## src/rtl/multicycle_control_unit_pkg.sv

```systemverilog
// Shared encodings for the multicycle control unit: instruction classes,
// FSM state codes and the datapath select bundle.
package multicycle_control_unit_pkg;

  localparam logic [1:0] CLS_ALU = 2'b00;
  localparam logic [1:0] CLS_MOV = 2'b01;
  localparam logic [1:0] CLS_MEM = 2'b10;
  localparam logic [1:0] CLS_BR  = 2'b11;

  localparam logic [2:0] ST_FETCH  = 3'd0;
  localparam logic [2:0] ST_DECODE = 3'd1;
  localparam logic [2:0] ST_EXEC   = 3'd2;
  localparam logic [2:0] ST_MEM    = 3'd3;
  localparam logic [2:0] ST_WB     = 3'd4;

  localparam logic [1:0] MUX1_BR    = 2'b00;
  localparam logic [1:0] MUX1_ALU   = 2'b01;
  localparam logic [1:0] MUX1_LOAD  = 2'b10;
  localparam logic [1:0] MUX1_MOV   = 2'b11;
  localparam logic [1:0] MUX5_ALU   = 2'b00;
  localparam logic [1:0] MUX5_MEM   = 2'b01;
  localparam logic [1:0] MUX5_PASS  = 2'b11;
  localparam logic [1:0] MUX6_SEQ   = 2'b00;
  localparam logic [1:0] MUX6_BR    = 2'b01;
  localparam logic [1:0] MUX6_BR_LT = 2'b10;

  typedef struct packed {
    logic [1:0] mux1;
    logic       mux2;
    logic       mux4;
    logic [1:0] mux5;
    logic [1:0] mux6;
    logic       comparator;
    logic [2:0] regs_bank;
  } sel_t;

  localparam sel_t SEL_IDLE = '0;

endpackage

```

## src/rtl/multicycle_control_unit_cu_decode.sv

```systemverilog
// Combinational decode of an instruction word into the datapath select
// bundle and ALU operation; the top registers the result during DECODE.
module cu_decode
  import multicycle_control_unit_pkg::*;
#(
  parameter int INSTR_W  = 24,
  parameter int ALU_OP_W = 6,
  parameter int ALU_LSB  = 4
) (
  input  logic [INSTR_W-1:0]  instr,
  output sel_t                sel,
  output logic [ALU_OP_W-1:0] alu
);

  logic [1:0] cls;
  logic [2:0] sub_op;

  assign cls    = instr[INSTR_W-1 -: 2];
  assign sub_op = instr[14:12];

  // NOTE: every output gets a default before the case so no path leaves it unassigned (no latch).
  always_comb begin
    sel = SEL_IDLE;
    alu = '1;
    unique case (cls)
      CLS_ALU: begin
        sel.mux1 = MUX1_ALU;
        sel.mux2 = 1'b1;
        alu      = instr[ALU_LSB +: ALU_OP_W];
      end
      CLS_MOV: begin
        sel.mux1      = MUX1_MOV;
        sel.mux5      = MUX5_PASS;
        sel.regs_bank = {1'b0, instr[13:12]};
      end
      CLS_MEM: begin
        sel.mux1      = instr[0] ? MUX1_ALU : MUX1_LOAD;
        sel.mux2      = 1'b1;
        sel.mux4      = 1'b1;
        sel.mux5      = MUX5_MEM;
        sel.regs_bank = {3{instr[0]}};
      end
      CLS_BR: begin
        sel.mux1       = MUX1_BR;
        sel.mux5       = MUX5_PASS;
        sel.comparator = ~instr[12];
        sel.mux6       = (sub_op == 3'b011 || sub_op == 3'b100) ? MUX6_BR_LT : MUX6_BR;
        sel.regs_bank  = (sub_op == 3'b011) ? 3'b011 : 3'b111;
      end
      default: ;
    endcase
  end

endmodule

```

## src/rtl/multicycle_control_unit.sv

```systemverilog
// Multi-cycle control FSM: FETCH/DECODE/EXEC/MEM/WB with memory handshakes,
// registered datapath selects, single-cycle strobes and a sticky timeout error.
module multicycle_control_unit
  import multicycle_control_unit_pkg::*;
#(
  parameter int INSTR_W  = 24,
  parameter int ALU_OP_W = 6,
  parameter int ALU_LSB  = 4,
  parameter int TIMEOUT  = 15
) (
  input  logic                clk,
  input  logic                rst,
  input  logic [INSTR_W-1:0]  instr,
  input  logic                imem_ready,
  input  logic                dmem_ready,
  input  logic                halt,
  output logic                imem_req,
  output logic                dmem_req,
  output logic                ir_we,
  output logic                pc_we,
  output logic                reg_we,
  output logic                flags_we,
  output logic                dmem_we,
  output logic [1:0]          mux1,
  output logic [1:0]          mux5,
  output logic [1:0]          mux6,
  output logic                mux2,
  output logic                mux4,
  output logic                comparator,
  output logic [2:0]          regs_bank,
  output logic [ALU_OP_W-1:0] alu,
  output logic                err,
  output logic                busy
);

  localparam int CNT_W = $clog2(TIMEOUT + 1);
  localparam logic [CNT_W-1:0] CNT_LAST = CNT_W'(TIMEOUT - 1);

  logic [2:0]          state;
  logic [INSTR_W-1:0]  ir;
  logic [CNT_W-1:0]    wait_cnt;
  sel_t                sel_q, sel_d;
  logic [ALU_OP_W-1:0] alu_q, alu_d;
  logic [1:0]          cls;
  logic                is_store;
  logic                fetch_go;

  cu_decode #(
    .INSTR_W (INSTR_W),
    .ALU_OP_W(ALU_OP_W),
    .ALU_LSB (ALU_LSB)
  ) u_decode (
    .instr(ir),
    .sel  (sel_d),
    .alu  (alu_d)
  );

  assign cls      = ir[INSTR_W-1 -: 2];
  assign is_store = ir[0];
  assign fetch_go = (state == ST_FETCH) && !halt && !err;

  // NOTE: state registers use non-blocking assignments so every flop samples pre-edge values.
  always_ff @(posedge clk or posedge rst) begin
    if (rst) begin
      state    <= ST_FETCH;
      ir       <= '0;
      wait_cnt <= '0;
      err      <= 1'b0;
      sel_q    <= SEL_IDLE;
      alu_q    <= '1;
    end else begin
      unique case (state)
        ST_FETCH: begin
          if (!fetch_go) begin
            wait_cnt <= '0;
          end else if (imem_ready) begin
            ir       <= instr;
            wait_cnt <= '0;
            state    <= ST_DECODE;
          end else if (wait_cnt == CNT_LAST) begin
            err      <= 1'b1;
            wait_cnt <= '0;
          end else begin
            wait_cnt <= wait_cnt + CNT_W'(1);
          end
        end
        ST_DECODE: begin
          sel_q <= sel_d;
          alu_q <= alu_d;
          state <= ST_EXEC;
        end
        ST_EXEC: begin
          wait_cnt <= '0;
          unique case (cls)
            CLS_BR:  state <= ST_FETCH;
            CLS_MEM: state <= ST_MEM;
            default: state <= ST_WB;
          endcase
        end
        ST_MEM: begin
          if (dmem_ready) begin
            wait_cnt <= '0;
            state    <= is_store ? ST_FETCH : ST_WB;
          end else if (wait_cnt == CNT_LAST) begin
            // Abandon the access; the sticky error then blocks further fetches.
            err      <= 1'b1;
            wait_cnt <= '0;
            state    <= ST_FETCH;
          end else begin
            wait_cnt <= wait_cnt + CNT_W'(1);
          end
        end
        ST_WB:   state <= ST_FETCH;
        default: state <= ST_FETCH;
      endcase
    end
  end

  // The fetch request is gated by rst so nothing is requested while held in reset.
  assign imem_req = fetch_go && !rst;
  assign ir_we    = imem_req && imem_ready;
  assign dmem_req = (state == ST_MEM);
  assign dmem_we  = dmem_req && is_store;
  assign reg_we   = (state == ST_WB);
  assign flags_we = (state == ST_WB) && (cls == CLS_ALU);
  assign pc_we    = ((state == ST_EXEC) && (cls == CLS_BR))
                 || (dmem_req && dmem_ready && is_store)
                 || (state == ST_WB);
  assign busy     = (state != ST_FETCH);

  assign mux1       = sel_q.mux1;
  assign mux2       = sel_q.mux2;
  assign mux4       = sel_q.mux4;
  assign mux5       = sel_q.mux5;
  assign mux6       = sel_q.mux6;
  assign comparator = sel_q.comparator;
  assign regs_bank  = sel_q.regs_bank;
  assign alu        = alu_q;

endmodule

```

## config.mk

```make
export PLATFORM = sky130hd
export DESIGN_NAME = multicycle_control_unit
export DESIGN_NICKNAME = d
export VERILOG_FILES = /design/src/rtl/multicycle_control_unit_pkg.sv /design/src/rtl/multicycle_control_unit_cu_decode.sv /design/src/rtl/multicycle_control_unit.sv
export SDC_FILE = /design/constraint.sdc
export NUM_CORES = 1
export LEC_CHECK = 0
export BUFFER_PORTS_ARGS = -buffer_cell sky130_fd_sc_hd__buf_2
export CORE_ASPECT_RATIO = 1.75
export CORE_MARGIN = 2
export CORE_UTILIZATION = 26
export CTS_CLUSTER_DIAMETER = 120
export DETAILED_ROUTE_END_ITERATION = 16
export SYNTH_ARGS = -nofsm -noshare
export SYNTH_HDL_FRONTEND = slang
export SYNTH_SLANG_ARGS = --single-unit
```

## constraint.sdc

```tcl
create_clock -name clk -period 2.3 [get_ports clk]
set_input_delay 0 -clock clk [delete_from_list [all_inputs] [get_ports clk]]
set_output_delay 0 -clock clk [all_outputs]
set_load 0.1 [all_outputs]
```

==> After elaboration in Yosys (flattened, before gate mapping) <==
Cells that the tools add are included.
{ "classes": {"add_sub_neg": 1, "mul": 0, "n_div": 0, "order_cmp": 0, "n_eq_ne": 15, "shift": 0, "n_mux": 27, "bitwise_logic": 1, "n_reduce_logical": 25} }
{ "op_table": {"columns": ["op", "count"], "rows": [
  ["3-bit 2-to-1 mux", 7],
  ["4-bit 2-to-1 mux", 4],
  ["3-bit case mux with 4 select lines", 1],
  ["4-bit case mux with 3 select lines", 1],
  ["3-bit by 2-bit == test with 1-bit output (second input constant)", 3],
  ["1-bit logical AND", 9],
  ["3-bit case mux with 3 select lines", 1],
  ["2-bit inequality test (second input constant)", 4],
  ["2-bit case mux with 4 select lines", 1],
  ["3-bit == test (second input constant)", 2],
  ["1-bit 2-to-1 mux", 6],
  ["6-bit 2-to-1 mux", 1],
  ["3-bit case mux with 2 select lines", 1],
  ["3-bit AND reduction", 2],
  ["3-bit nonzero test", 2],
  ["4-bit by 1-bit adder with 4-bit output (second input constant)", 1],
  ["2-bit == test (second input constant)", 2],
  ["4-bit == test (second input constant)", 1],
  ["2-bit 2-to-1 mux", 2],
  ["2-bit case mux with 2 select lines", 1],
  ["4-bit AND reduction", 1],
  ["2-bit OR reduction", 2],
  ["3-bit by 1-bit == test with 1-bit output (second input constant)", 1],
  ["1-bit zero test", 3],
  ["other kinds (8)", 10]
]} }
{ "totals": {"register_bits": 50, "latchBits": 0, "ramBits": 0, "rom_bits": 0, "inputBits": 29, "output_inout_bits": 27, "mem_count": 0} }

==> Logic depth before layout (Yosys ltp) <==
{ "logic_depth": {"word_depth": 5, "ltp_mapped": 6, "mapped_depth_nobuf": 6} }

==> By module <==
A second synthesis with hierarchy kept.
{ "unflattened": {"hier_cells": 185, "area_unflattened_um2": 2424.8} }
{ "modules_own_cells": {"columns": ["mod", "instances", "cells_per_inst", "area_per_inst_um2"], "rows": [
  ["multicycle_control_unit", 1, 156, 2240.9],
  ["cu_decode", 1, 29, 183.9]
]} }

==> Worst setup path after synthesis <==
No wires, ideal clock.
{ "synth_path": {"path_kind": "register to output", "from": "register state[0]", "to": "output port imem_req", "arrival_time_ns": 3.881, "required_time_ns": 2.300, "slack_ns": -1.581, "stages_incl_launch_ff": 4, "path_buffers": 1, "path_cell_list": "dfrtp_1 buf_6 or3_4 nor4_1"} }
{ "synth_via": {"elab_chain_len": 4} }
{ "synth_lines": {"columns": ["element", "line_no", "source"], "rows": [
  ["from (decl)", "multicycle_control_unit.sv:39", "logic [2:0] state;"],
  ["from (signal assigned)", "multicycle_control_unit.sv:103", "state <= is_store ? ST_FETCH : ST_WB;"],
  ["3-bit zero test", "multicycle_control_unit.sv:60", "assign fetch_go = (state == ST_FETCH) && !halt && !err;"],
  ["1-bit logical AND (2 in series)", "multicycle_control_unit.sv:60", null],
  ["1-bit logical AND", "multicycle_control_unit.sv:120", "assign imem_req = fetch_go && !rst;"],
  ["to (decl)", "multicycle_control_unit.sv:17", "output logic imem_req,"]
]} }
Every way passes these cells.

==> Final worst setup path <==
{ "layout_path": {"from": "register state[2]", "to": "output port ir_we"} }
{ "layout_via": {"elab_chain_len": 5} }
{ "layout_lines": {"columns": ["element", "line_no", "source"], "rows": [
  ["3-bit zero test", "multicycle_control_unit.sv:60", null],
  ["1-bit logical AND (2 in series)", "multicycle_control_unit.sv:60", null],
  ["1-bit logical AND", "multicycle_control_unit.sv:120", null],
  ["1-bit logical AND", "multicycle_control_unit.sv:121", "assign ir_we = imem_req && imem_ready;"],
  ["to (decl)", "multicycle_control_unit.sv:19", "output logic ir_we,"]
]} }
Every way passes these cells.

==> results.cfg <==
[layout]
multi_input_area_um2 = 732
nNetsFinal = 257
antenna_cells = 0
num-fill-cells = 717
area_growth_syn_to_layout_pct = 35.5
final_cell_mix = buf_2 (42), nand2_1 (35), dfrtp_1 (32)
finish.utilization_pct = 36.4
finalInstanceArea_mm2 = 0.00238
drive_gt1_share_pct = 35.7
final_common_cell = buf_2
seqCellArea_um2 = 958
final_cells = 309

[timing]
finClkSkew_ns = 0.00400
maxSlewViolCount = 0
finalSetupViolations = 0
fmax_ghz = 0.483
fin_crit_ns = 2.07
hold_viol_final = 0
finalCritPeriodShare_pct = 90.1
worst_slew_pin_slew_ns = 0.570
slew_headroom_pct = 61.9
setup_ws_ns = 0.229
rsz0062_at_grt = false

[clock_tree]
cts_buffer_depth = 2
cts_setup_buffers = 0
cts-root-buf = clkbuf_16
numCtsBuffers = 5
clk_pin_slew_ns = 0.06
cts.sinks = 38
cts_tree = yes
cts_max_level = 2
clock_latency_ns = 0.28

[yosys]
synth_area_leaders = dfrtp_1 (46%), dfstp_2 (9.0%), nand2_1 (7.5%), mux2_4 (6.8%), o21ai_0 (3.7%)
ys.flop_type = dfrtp_1
synth_area_mm2 = 0.00176
postSynthNetCount = 200
yosysWarningCount = 0
synth_edf_count = 0
netlist_instances = 169
synth_top_cell_by_area = dfrtp_1
synth.distinct_cells = 33
ys_seq_area_share_pct = 54.6
synth_seq_cells = 38
synth.avg_cell_area_um2 = 10.4
synth-async-reset-ratio_pct = 100
yosysTopAreaCellShare_pct = 45.6

[die]
core_area_mm2 = 0.00654
die_h_um = 113
die_w_um = 66.1
start_util_pct = 26.9
pin_count = 56
die_area_mm2 = 0.00746
rows = 39

[global_routing]
grt_max_degree = 39
antenna_found_initial = 0
grt_overflow = 0
grt_pass1_wl_um = 6640
track_usage_pct = 11.5
first_global_vias = 1412

[place]
preCtsSetupSlack_ns = 0.412
gp_congestion = 0.832
dpl.hpwl_um = 2810
place_area_mm2 = 0.00205
port_buffers = 43
dp.cells = 288

[worst_setup_path]
crit_type = register to output pin
cp_slowest_stage_delay_ns = 0.45
worstPathRequired_ns = 2.30
crit_path_start_kind = register
cp-end-kind = output pin
cpMaxStageDelayCell = or3_4
cp.arrival_ns = 2.07
crit_fanout = 14
cp_cell_sequence = or3_4, nor3_4, nand2_2, nor2_2, clkbuf_4

[routing]
drt-initial-drc-count = 28
vias = 1379
post-route-drc-count = 0
routedWlPerCell_um = 12.6
via_per_inst = 4.46
ant_nets = 0
finalWirelength_um = 3880
firstDrtPassIters = 4

[flow_run]
maxCapViolations = 0

[run_status]
status = complete, no violations

[hold_path]
hp-class = input pin to register
==> cell families (layout without fill, tap and decap cells) <==
family / count (synthesis) / after routing / synth area share (%)
buffers and inverters: 16 / 74 / 4.27
AO/OA/AOI/OAI: 34 / 34 / 12.8
adder cells (fa/ha/maj): 2 / 2 / 1.42
AND/OR/NAND/NOR: 67 / 67 / 17.5
multiplexers: 12 / 12 / 9.40
flip-flops: 38 / 38 / 54.6
==> worst max-delay path, delay by kind of cell (launching register included) <==
kind / cells / cell delay [ns]
buffers and inverters: 1 / 0.34
and+or+nand+nor: 4 / 1.01
DFF: 1 / 0.44
==> state kept, by name, indices dropped and copies added (netlist names) <==
name	cells
mux1	2
regs_bank	3
ir	12
mux6	2
mux2	1
err	1
comparator	1
state	3
alu	6
wait_cnt	4
mux4	1
mux5	2
==> area by class of cell <==
class / instances / share of cell area [%]
inverter: 8 / 1.26
clock inverter: 3 / 2.89
tap: 82 / 4.31
sequential: 38 / 40.3
timing repair buffer: 58 / 15.2
clock buffer: 5 / 5.26
multi-input combinational: 115 / 30.8
==> what timing repair did <==
| action | CTS | global route |
|---|---|---|
| hold buffers | 13 | 0 |
| gates resized for setup | 0 | 1 |
| hold endpoints to repair | 44 | 0 |
| endpoints found under the setup margin | 0 | 1 |
==> metal layers <==
| metal | track usage [%] | vias up | part of all wire (%) |
|---|---|---|---|
| li1 | - | 688 | - |
| met1 | 13.4 | 651 | 41 |
| met5 | 0 | - | 0 |
| met3 | 2.58 | 6 | 4.4 |
| met2 | 18.9 | 34 | 52 |
| met4 | 6.53 | 0 | 3.0 |
==> worst paths after layout <==
kind / slack (ns) / cells after the start / from / endpoint
max in group asynchronous: 1.53 / 4 / rst / alu[1]$_DFFE_PP1N_
min in group asynchronous: 0.42 / 4 / rst / ir[8]$_DFFE_PP0P_
worst min register to register: 0.45 / 2 / alu[1]$_DFFE_PP1N_ / alu[1]$_DFFE_PP1N_
worst min-delay path: 0.05 / 3 / dmem_ready / state[2]$_DFFE_PP0P_
worst max-delay path: 0.23 / 5 / state[2]$_DFFE_PP0P_ / ir_we
worst max register to register: 0.50 / 4 / state[2]$_DFFE_PP0P_ / ir[13]$_DFFE_PP0P_
==> Yosys cell counts (2+ instances only) <==
cell type  number
a21oi_1         4
a22o_1          2
nand2b_1        4
mux2_4          8
dfrtp_1        32
mux2_2          4
ha_1            2
clkbuf_1        6
o31ai_1         4
nor2_1         16
nand2_1        35
inv_1           8
nand3_1         3
or2_2           2
buf_6           2
dfstp_2         6
o21ai_0        13
a31oi_1         3
==> metrics by stage <==
step	setup TNS, ns	hold slack [ns]
after floorplan	-0.395	0.149
after global placement	0	0.189
after detailed placement	0	0.190
after CTS	0	0.0484
after global routing	0	0.103
final	0	0.0500
Power is left out: the tool's default activity adds up to more than one toggle a clock period on the data nets, which glitch-free logic cannot reach.
